File: config.mk
export PLATFORM = sky130hd
export DESIGN_NAME = buzzer_arbiter
export DESIGN_NICKNAME = d
export VERILOG_FILES = /design/src/rtl/buzzer_arbiter.sv
export SDC_FILE = /design/constraint.sdc
export NUM_CORES = 1
export LEC_CHECK = 0
export ABC_CLOCK_PERIOD_IN_PS = 2350
export CORE_AREA = 2 2 67 69
export DETAILED_ROUTE_END_ITERATION = 10
export DIE_AREA = 0 0 69 71
export SYNTH_ARGS = -nofsm -noshare
export SYNTH_HDL_FRONTEND = slang
export SYNTH_SLANG_ARGS = --single-unit
File: constraint.sdc
create_clock -name clk -period 2.35 [get_ports clk]
set_input_delay 0.47 -clock clk [delete_from_list [all_inputs] [get_ports clk]]
set_output_delay 0.47 -clock clk [all_outputs]
set_load 0.02 [all_outputs]
File: src/rtl/buzzer_arbiter.sv
// -----------------------------------------------------------------------------
// buzzer_arbiter
//
// Four-player "first to buzz" arbiter and screen sequencer for the display
// controller. Raw buttons and vsync are synchronised. Buttons are optionally
// debounced. The first new button press in a round wins. Ties in a single
// cycle are broken round-robin. The screen outputs change only on frame
// boundaries, so a frame never tears.
//
// Optional feature macro: BUZZ_DEBOUNCE_EN
//   defined   : each synchronised button must hold a new level for DEB_CYCLES
//               consecutive clocks before it is accepted (16-bit counters)
//   undefined : synchronised buttons are used directly, no counters are built
//
// Parameters
//   DEB_CYCLES  clocks a synchronised button must hold a level (<= 65536)
//   ARM_FRAMES  frames spent armed before timing out           (<= 1024)
//   WIN_FRAMES  frames the winner/timeout screen is displayed   (<= 1024)
//
// Ports
//   clk              in   system clock
//   rst              in   synchronous active-high reset
//   start            in   one-cycle pulse, arms a round (IDLE only)
//   p1Btn..p4Btn     in   raw asynchronous player buttons, active-high
//   vsync            in   VGA vsync, active-low; falling edge = frame
//   screenStatus     out  0 title, 1 armed, 2 winner, 3 timeout (frame-aligned)
//   winnerPlayerNum  out  winner index 0..3 = p1..p4 (frame-aligned)
//   winnerValid      out  one-cycle pulse on the clock a winner is latched
//   busy             out  high whenever the FSM is not IDLE
//   fsm_state        out  debug: current FSM state (0 IDLE 1 ARMED 2 WIN 3 TMO)
//   rr_ptr           out  debug: current round-robin start index
// -----------------------------------------------------------------------------
module buzzer_arbiter #(
    parameter int unsigned DEB_CYCLES = 50000,
    parameter int unsigned ARM_FRAMES = 600,
    parameter int unsigned WIN_FRAMES = 180
) (
    input  logic       clk,
    input  logic       rst,
    input  logic       start,
    input  logic       p1Btn,
    input  logic       p2Btn,
    input  logic       p3Btn,
    input  logic       p4Btn,
    input  logic       vsync,
    output logic [1:0] screenStatus,
    output logic [1:0] winnerPlayerNum,
    output logic       winnerValid,
    output logic       busy,
    output logic [1:0] fsm_state,
    output logic [1:0] rr_ptr
);

    // State encoding equals the screenStatus code shown for that state.
    typedef enum logic [1:0] {
        S_IDLE  = 2'd0,
        S_ARMED = 2'd1,
        S_WIN   = 2'd2,
        S_TMO   = 2'd3
    } state_t;

    localparam logic [9:0] ARM_LAST = 10'(ARM_FRAMES - 1);
    localparam logic [9:0] WIN_LAST = 10'(WIN_FRAMES - 1);
    localparam logic [9:0] CNT_MAX  = 10'h3FF;

    // -------------------------------------------------------------------------
    // Input synchronisers
    // -------------------------------------------------------------------------
    logic [3:0] btn_raw;
    logic [3:0] btn_s1;
    logic [3:0] btn_s2;
    logic       vs_s1;
    logic       vs_s2;
    logic       vs_d;
    logic       frame;

    assign btn_raw = {p4Btn, p3Btn, p2Btn, p1Btn};

    always_ff @(posedge clk) begin
        if (rst) begin
            btn_s1 <= '0;
            btn_s2 <= '0;
            vs_s1  <= 1'b0;
            vs_s2  <= 1'b0;
            vs_d   <= 1'b0;
        end else begin
            btn_s1 <= btn_raw;
            btn_s2 <= btn_s1;
            vs_s1  <= vsync;
            vs_s2  <= vs_s1;
            vs_d   <= vs_s2;
        end
    end

    // Frame boundary: falling edge of the synchronised (active-low) vsync.
    assign frame = vs_d & ~vs_s2;

    // -------------------------------------------------------------------------
    // Debounce filter -> btn_q
    // -------------------------------------------------------------------------
    logic [3:0] btn_q;

`ifdef BUZZ_DEBOUNCE_EN
    localparam logic [15:0] DEB_LAST = 16'(DEB_CYCLES - 1);

    logic [15:0] deb_cnt [4];

    // The counter runs only while the synced level differs from the accepted
    // level. A return to the accepted level restarts it from zero. The counter
    // never exceeds DEB_LAST, because reaching it accepts the level and clears
    // the count.
    always_ff @(posedge clk) begin
        if (rst) begin
            btn_q <= '0;
            for (int i = 0; i < 4; i++) begin
                deb_cnt[i] <= '0;
            end
        end else begin
            for (int i = 0; i < 4; i++) begin
                if (btn_s2[i] == btn_q[i]) begin
                    deb_cnt[i] <= '0;
                end else if (deb_cnt[i] == DEB_LAST) begin
                    btn_q[i]   <= btn_s2[i];
                    deb_cnt[i] <= '0;
                end else begin
                    deb_cnt[i] <= deb_cnt[i] + 16'd1;
                end
            end
        end
    end
`else
    assign btn_q = btn_s2;

    // This build ignores DEB_CYCLES. An out-of-range value still elaborates
    // an empty marker block, so a bad parameter set shows in the hierarchy.
    if (DEB_CYCLES == 0 || DEB_CYCLES > 65536) begin : g_deb_cycles_illegal
    end
`endif

    // -------------------------------------------------------------------------
    // Press detection and round-robin pick
    // -------------------------------------------------------------------------
    logic [3:0] btn_q_d;
    logic [3:0] press;
    logic       any_press;
    logic [1:0] pick;

    always_ff @(posedge clk) begin
        if (rst) begin
            btn_q_d <= '0;
        end else begin
            btn_q_d <= btn_q;
        end
    end

    assign press     = btn_q & ~btn_q_d;
    assign any_press = |press;

    // Search press[] starting at rr_ptr and wrapping modulo 4.
    always_comb begin
        logic [1:0] idx;
        logic       found;
        pick  = rr_ptr;
        found = 1'b0;
        idx   = '0;
        for (int k = 0; k < 4; k++) begin
            idx = rr_ptr + 2'(k);
            if (!found && press[idx]) begin
                pick  = idx;
                found = 1'b1;
            end
        end
    end

    // -------------------------------------------------------------------------
    // FSM: state register / next-state logic / outputs
    // -------------------------------------------------------------------------
    state_t     state;
    state_t     state_next;
    logic [9:0] frame_cnt;
    logic       shown;
    logic       arm_timeout;
    logic       hold_done;

    // The winner and timeout screens count their hold time only on frames
    // where the screen already displays them. This holds the screen for
    // WIN_FRAMES frames, whether the state was entered on a frame or between
    // frames.
    assign shown       = (screenStatus == 2'(state));
    assign arm_timeout = frame && (frame_cnt == ARM_LAST);
    assign hold_done   = frame && shown && (frame_cnt == WIN_LAST);

    always_ff @(posedge clk) begin
        if (rst) begin
            state <= S_IDLE;
        end else begin
            state <= state_next;
        end
    end

    always_comb begin
        state_next = state;
        case (state)
            S_IDLE: begin
                if (start) begin
                    state_next = S_ARMED;
                end
            end
            S_ARMED: begin
                // A press on the timeout frame still wins.
                if (any_press) begin
                    state_next = S_WIN;
                end else if (arm_timeout) begin
                    state_next = S_TMO;
                end
            end
            S_WIN, S_TMO: begin
                if (hold_done) begin
                    state_next = S_IDLE;
                end
            end
            default: state_next = S_IDLE;
        endcase
    end

    always_comb begin
        winnerValid = ~rst & (state == S_ARMED) & any_press;
        busy        = (state != S_IDLE);
        fsm_state   = state;
    end

    // -------------------------------------------------------------------------
    // Frame counter, winner latch, round-robin pointer
    // -------------------------------------------------------------------------
    logic [1:0] winner;

    always_ff @(posedge clk) begin
        if (rst) begin
            frame_cnt <= '0;
        end else if (state != state_next) begin
            frame_cnt <= '0;
        end else if (frame && frame_cnt != CNT_MAX) begin
            if (state == S_ARMED || ((state == S_WIN || state == S_TMO) && shown)) begin
                frame_cnt <= frame_cnt + 10'd1;
            end
        end
    end

    always_ff @(posedge clk) begin
        if (rst) begin
            winner <= '0;
            rr_ptr <= '0;
        end else if (state == S_ARMED && any_press) begin
            winner <= pick;
            rr_ptr <= pick + 2'd1;
        end
    end

    // -------------------------------------------------------------------------
    // Frame-aligned screen outputs
    // -------------------------------------------------------------------------
    logic [1:0] next_status;
    logic [1:0] next_winner;

    assign next_status = 2'(state_next);
    assign next_winner = (state == S_ARMED && any_press) ? pick : winner;

    always_ff @(posedge clk) begin
        if (rst) begin
            screenStatus    <= '0;
            winnerPlayerNum <= '0;
        end else if (frame) begin
            screenStatus    <= next_status;
            winnerPlayerNum <= next_winner;
        end
    end

endmodule

# Word-level counts from Yosys, hierarchy flattened
# Cells that the tools add are included.
[totals]
regBits = 35
out_inout_bits = 10
wordCells = 76
[op_classes]
add_sub_neg = 5
order_cmp = 4
eq_ne = 8
n_mux = 20
n_bitwise = 7
n_reduce_logical = 20
[ops]
columns = ["operator", "count"]
rows = [
  ["$mux 2", 8],
  ["$lt 2x3->1 const B", 4],
  ["$add 10x1->10 const B", 1],
  ["$eq 10x10->1 const B", 1],
  ["$eq 10x8->1 const B", 1],
  ["$ne 10x10->1 const B", 1],
  ["$logic_and 1x1->1", 9],
  ["$bmux 1 s2", 4],
  ["$mux 1", 7],
  ["$pmux 2 s3", 1],
  ["$add 2x1->2 const B", 2],
  ["$add 2x2->2 const B", 2],
  ["$and 4x4->4", 1],
  ["$eq 2x2->1 const B", 2],
  ["$not 4->4", 1],
  ["$reduce_or 2->1", 2],
  ["$reduce_or 4->1", 1],
  ["$and 1x1->1", 3],
  ["$logic_not 1->1", 3],
  ["$eq 2x1->1 const B", 1],
  ["$eq 2x2->1", 1],
  ["$logic_not 2->1", 1],
  ["$logic_or 1x1->1", 2],
  ["$ne 2x2->1", 1],
  ["3 further kinds", 4],
]

# Depth between registers and ports, before layout
# Gate-level depths: netlist of the first run.
[depth]
depth_word = 15
mapped_depth = 7

# Worst setup path after synthesis of the first run
# No wires, ideal clock.
[synth_path]
path_kind = "reg2out"
from = "reg btn_q_d[2]"
to = "out winnerValid"
arrival_ns = 1.233
required_time_ns = 1.880
slack_ns = 0.647
stages_incl_launch_ff = 4
cell_sequence = "dfxtp_1 nand2b_1 and4_1 nor3_1"
[synth_between]
elab_chain_cells = 4
[synth_rtl]
columns = ["element", "line_no", "text"]
rows = [
  ["start, declared", "143", "logic [3:0] btn_q_d;"],
  ["start signal, assigned", "152", "btn_q_d <= btn_q;"],
  ["$not 4->4", "156", "assign press = btn_q & ~btn_q_d;"],
  ["$and 4x4->4", "156", ""],
  ["$reduce_or 4->1", "157", "assign any_press = |press;"],
  ["$and 1x1->1", "227", "winnerValid = ~rst & (state == S_ARMED) & any_press;"],
  ["end, declared", "48", "output logic winnerValid,"],
]
# No other way between the ends.

# Worst setup path after layout of the first run
[layout_path]
from = "reg btn_q_d[0]"
to = "out winnerValid"
# The elaborated chain is that of the path after synthesis.

==> results.toml, run 1 <==
[floorplan]
rows = 24
die_h_um = 71
start_util_pct = 38.0
die_w_um = 69
core_um2 = 4200
dieArea_um2 = 4900
io_pins = 18

[placement]
post-place-ws_ns = 0.156
dp_cells = 235
port-buffer-count = 17
gp_congestion = 0.824
dp_hpwl_um = 2160

[timing]
relSlewSlack_pct = 66.9
fmax_ghz = 0.481
worstMarginPinSlew_ns = 0.494
fin_crit_ns = 2.08
post-route-period-util_pct = 88.5
timing_hold_violations_final = 0
report.final.slew_viol_count = 0
rsz0062_at_grt = "no"
fin_skew_ns = 0.00695
setup_ws_ns = 0.271
setup-tns-final_ns = 0
final-setup-viol-count = 0

[logic_synthesis]
synth-main-ff-cell = "dfxtp_1"
synth_nets = 176
yosysWarnings = 0
synth-edff-count = 0
syn_area_um2 = 1600
synth_seq_cells = 35
synth.distinct_cells = 49
async_reset_ff_share_pct = 0
netlist_instances = 167
syn_area_per_cell_um2 = 9.58
ys_seq_area_share_pct = 43.8

[layout]
synthToLayoutAreaGrowth_pct = 20.6
num-nets-final = 199
mostFrequentLayoutCell = "dfxtp_1"
mostFrequentLayoutCells = "dfxtp_1, nor2b_1, nor2_1, clkdlybuf4s50_1, nor3_1"
fin_cells = 243
fin_util_pct = 45.9
drive_above_1_share_pct = 13.1
num_antenna_cells = 0
fillCellCount = 396

[route]
ant_nets = 0
drt_iter0_markers = 57
vias_per_cell = 5.19
wl_per_cell_um = 12.4
drc = 0
wirelength_um = 3020
vias = 1260
drtPass1Iterations = 4

[cts]
cts-htree-levels = 2
clock_path_buffers = 2
cts_made_buffers = 5
clkTransAtPathRegs_ns = 0.06
cts-root-buf = "clkbuf_8"
cts.sinks = 35
cts_tree = "built"
clk-insertion-delay-late_ns = 0.28

[job]
maxCapViolCount = 0

[worst_setup_path]
end_kind = "output pin"
crit_slowest_cell = "dlygate4sd2_1"
start_kind = "flop"
critPathTopFamily = "simple AND/OR/NAND/NOR gates"
cpPeakStageDelay_ns = 0.35
worstPathArrival_ns = 1.61
cp.required_ns = 1.88
crit_path_max_fanout = 6
cp_cell_sequence = "nand2b_1 > and4_1 > nor3_1 > dlygate4sd2_1"
crit_type = "reg -> out"
crit_buf_inv = 1

[global_routing]
grt_max_degree = 26
grt_overflow_total = 0
grt.total_usage_pct = 12.9
antenna_found_initial = 0
grt_pass1_vias = 1170
grt_first_pass_wirelength_um = 5100

[hold_path]
hp-class = "reg -> reg"

[pwr]
p_leak_nw = 0.653
power_density_nw_per_um2 = 647
ir_drop_mv = 0.255

[outcome]
status = "completed"
[kinds of logic after synthesis]
family / synth area share [%]
compound gates: 14.7
xor+xnor: 3.29
fa+ha+maj: 0.782
buf+inv: 2.66
flops: 43.8
mux: 1.25
simple gates: 33.5
[synthesized netlist by cell type, drive strengths merged, types with 3 or more instances]
| cell type | count | area (µm²) |
|---|---|---|
| a211oi | 4 | 30.0 |
| a21oi | 4 | 20.0 |
| a31oi | 3 | 25.0 |
| and3 | 3 | 18.8 |
| buf | 3 | 27.5 |
| dfxtp | 35 | 701 |
| nand2 | 5 | 21.3 |
| nand2b | 4 | 25.0 |
| nand3 | 8 | 40.0 |
| nor2 | 23 | 96.4 |
| nor2b | 21 | 131 |
| nor3 | 9 | 45.0 |
| nor4 | 4 | 46.3 |
| o31ai | 3 | 41.3 |
| xnor2 | 5 | 43.8 |
[path summary, 6_finish.rpt]
| kind | startpoint | endpoint | slack (ns) | cells after the start |
|---|---|---|---|---|
| max reg2reg | frame_cnt[0] | frame_cnt[2] | 0.51 | 5 |
| min reg2reg | btn_s1[0] | btn_q[0] | 0.43 | 1 |
| min | btn_s1[0] | btn_q[0] | 0.43 | 1 |
| max | btn_q_d[0] | winnerValid | 0.27 | 4 |
[metal layers]
metal | vias up | GRT usage, % | part of all wire, %
li1 | 647 | - | -
met1 | 586 | 15.8 | 49
met2 | 21 | 20.9 | 46
met3 | 6 | 3.85 | 3.4
met4 | 0 | 5.88 | 2.1
met5 | - | 0 | 0
[layout make-up]
type | instances | area [µm²] | area share, %
Multi-Input combinational cell | 125 | 856 | 44.4
Sequential cell | 35 | 701 | 36.3
Timing Repair Buffer | 21 | 199 | 10.3
Clock buffer | 8 | 100 | 5.19
Tap cell | 52 | 65.1 | 3.37
Inverter | 2 | 7.51 | 0.389
[power breakdown]
| group | total [mW] | switching [mW] | internal (mW) |
|---|---|---|---|
| clock | 0.473 | 0.205 | 0.267 |
| combinational | 0.149 | 0.0777 | 0.0712 |
| sequential | 0.626 | 0.0138 | 0.613 |
| total | 1.25 | 0.297 | 0.951 |
[flip-flops by register name, indices dropped and copies added (netlist names)]
| register | flops |
|---|---|
| winnerPlayerNum | 2 |
| vs_s2 | 1 |
| fsm_state | 2 |
| vs_d | 1 |
| winner | 2 |
| frame_cnt | 10 |
| btn_s1 | 4 |
| screenStatus | 2 |
| vs_s1 | 1 |
| rr_ptr | 2 |
| btn_q_d | 4 |
| btn_q | 4 |
[stage by stage]
step	power [mW]	instance area (µm²)	hold WS, ns
2_1_floorplan	0.737	1600	0.414
6_report	1.25	1930	0.431
5_1_grt	1.30	1930	0.456
4_1_cts	1.27	1930	0.434
3_5_place_dp	0.790	1830	0.424
3_3_place_gp	0.786	1830	0.423
[repair_timing]
| item | in CTS | in global routing |
|---|---|---|
| setup endpoints to repair | 1 | 0 |
| buffers inserted | 0 | 0 |
| hold buffers | 0 | 0 |
| resized for setup | 1 | 0 |
Note: power is estimated with default switching activity, not from simulation.
==> run 2, diff against run 1 <==
--- a/config.mk
+++ b/config.mk
@@ -9,6 +9,7 @@
 export CORE_AREA = 2 2 67 69
 export DETAILED_ROUTE_END_ITERATION = 10
 export DIE_AREA = 0 0 69 71
+export GPL_TIMING_DRIVEN = 0
 export SYNTH_ARGS = -nofsm -noshare
 export SYNTH_HDL_FRONTEND = slang
 export SYNTH_SLANG_ARGS = --single-unit
==> results.toml, run 2 (synthesis gave the netlist of run 1 again) <==
[placement]
post-place-ws_ns = -0.405
gp_congestion = 0.839
port-buffer-count = 17
dp_hpwl_um = 2230

[timing]
setup-tns-final_ns = 0
timing_hold_violations_final = 0
relSlewSlack_pct = 67.7
worstMarginPinSlew_ns = 0.484
hold_slack_ns = 0.434
report.final.slew_viol_count = 0
post-route-period-util_pct = 89.7
rsz0062_at_grt = "no"
fin_skew_ns = 0.00777
fmax_ghz = 0.474
setup_ws_ns = 0.241
fin_crit_ns = 2.11
final-setup-viol-count = 0

[floorplan]
die_h_um = 71
dieArea_um2 = 4900
die_w_um = 69
io_pins = 18
start_util_pct = 38.0
core_um2 = 4200
rows = 24

[cts]
cts_made_buffers = 5
cts-root-buf = "clkbuf_8"
cts_hold_repair.buffers = 0
clk-insertion-delay-late_ns = 0.29
clkTransAtPathRegs_ns = 0.07
postCtsSetupBuffers = 0
post_cts_resize_count = 3
clock_path_buffers = 2
cts-htree-levels = 2
cts_tree = "built"
cts.sinks = 35

[route]
drt_iter0_markers = 90
drtPass1Iterations = 4
drc = 0
vias = 1278
ant_nets = 0
wirelength_um = 3000
wl_per_cell_um = 12.3
vias_per_cell = 5.24

[pwr]
power_density_nw_per_um2 = 629
ir_drop_mv = 0.377
p_leak_nw = 0.647

[layout]
regMostFlops = "frame_cnt"
fillCellCount = 408
num_antenna_cells = 0
drive_above_1_share_pct = 13.5
num-nets-final = 200
mostFrequentLayoutCells = "dfxtp_1, nor2b_1, nor2_1, clkdlybuf4s50_1, nor3_1"
synthToLayoutAreaGrowth_pct = 20.2
largest_register_ffs = 10
fin_util_pct = 45.7
mostFrequentLayoutCell = "dfxtp_1"

[worst_setup_path]
crit_type = "reg -> out"
worstPathArrival_ns = 1.64
start_kind = "flop"
crit_path_max_fanout = 5
end_kind = "output pin"
cp.required_ns = 1.88

[global_routing]
antenna_found_initial = 0
grt_overflow_total = 0
grt.total_usage_pct = 13.1
grt_first_pass_wirelength_um = 5200
grt_pass1_vias = 1210
grt_max_degree = 13

[hold_path]
hp-class = "reg -> reg"

[outcome]
status = "completed"

[job]
maxCapViolCount = 0
-- run 2: cell count changes in the layout (fill, tap and decap cells not counted), sizes merged --
cell	before	now
clkdlybuf4s50	16	15
clkbuf	8	7
clkinvlp	0	2
dlygate4sd2	1	2
buf	4	3
clkinv	0	1
-- run 2: path summary, 6_finish.rpt --
check,cells past startpoint,from,end,slack [ns]
worst max-delay path,4,btn_q_d[2],winnerValid,0.24
worst min-delay path,1,vs_s1,vs_s2,0.43
worst min register to register,1,vs_s1,vs_s2,0.43
worst max register to register,5,frame_cnt[0],frame_cnt[2],0.52
-- run 2: critical path, stage by stage (launching register included) --
cell and delay (ns):
dfxtp_1 0.31, nand2b_1 0.18, and4_1 0.30, nor3_1 0.20
dlygate4sd2_1 0.35
-- run 2: power by group --
| part | internal (mW) | switching, mW | total [mW] |
|---|---|---|---|
| clock | 0.206 | 0.227 | 0.433 |
| combinational | 0.0713 | 0.0780 | 0.149 |
| sequential | 0.612 | 0.0143 | 0.627 |
-- run 2: final cells by class --
class                   instances  area, µm²  share of cell area, %
repair buffers                 17        168                   8.72
well taps                      52       65.1                   3.39
multi-input cells             125        856                   44.5
clock buffers                   5       68.8                   3.58
flip-flops and latches         35        701                   36.5
plain buffers                   5       36.3                   1.89
inverters                       2       7.51                  0.391
clock inverters                 3       20.0                   1.04
-- run 2: stage by stage --
stage	cell area, µm²	instances	power [mW]
floorplan	1600	167	0.737
global placement	1830	236	0.787
detailed placement	1830	236	0.792
CTS	1920	244	1.22
global route	1920	244	1.26
finish	1920	244	1.21
-- run 2: routing by layer --
metal  up-vias  part of all wire, %  GRT usage [%]  wire length (µm)
met5         -                    0              0                 0
met4         0                  2.4           6.54                72
met3         8                  3.6           3.99               107
met2        22                   48           21.9              1440
met1       597                   46           15.3              1380
li1        651                    -              -                 -
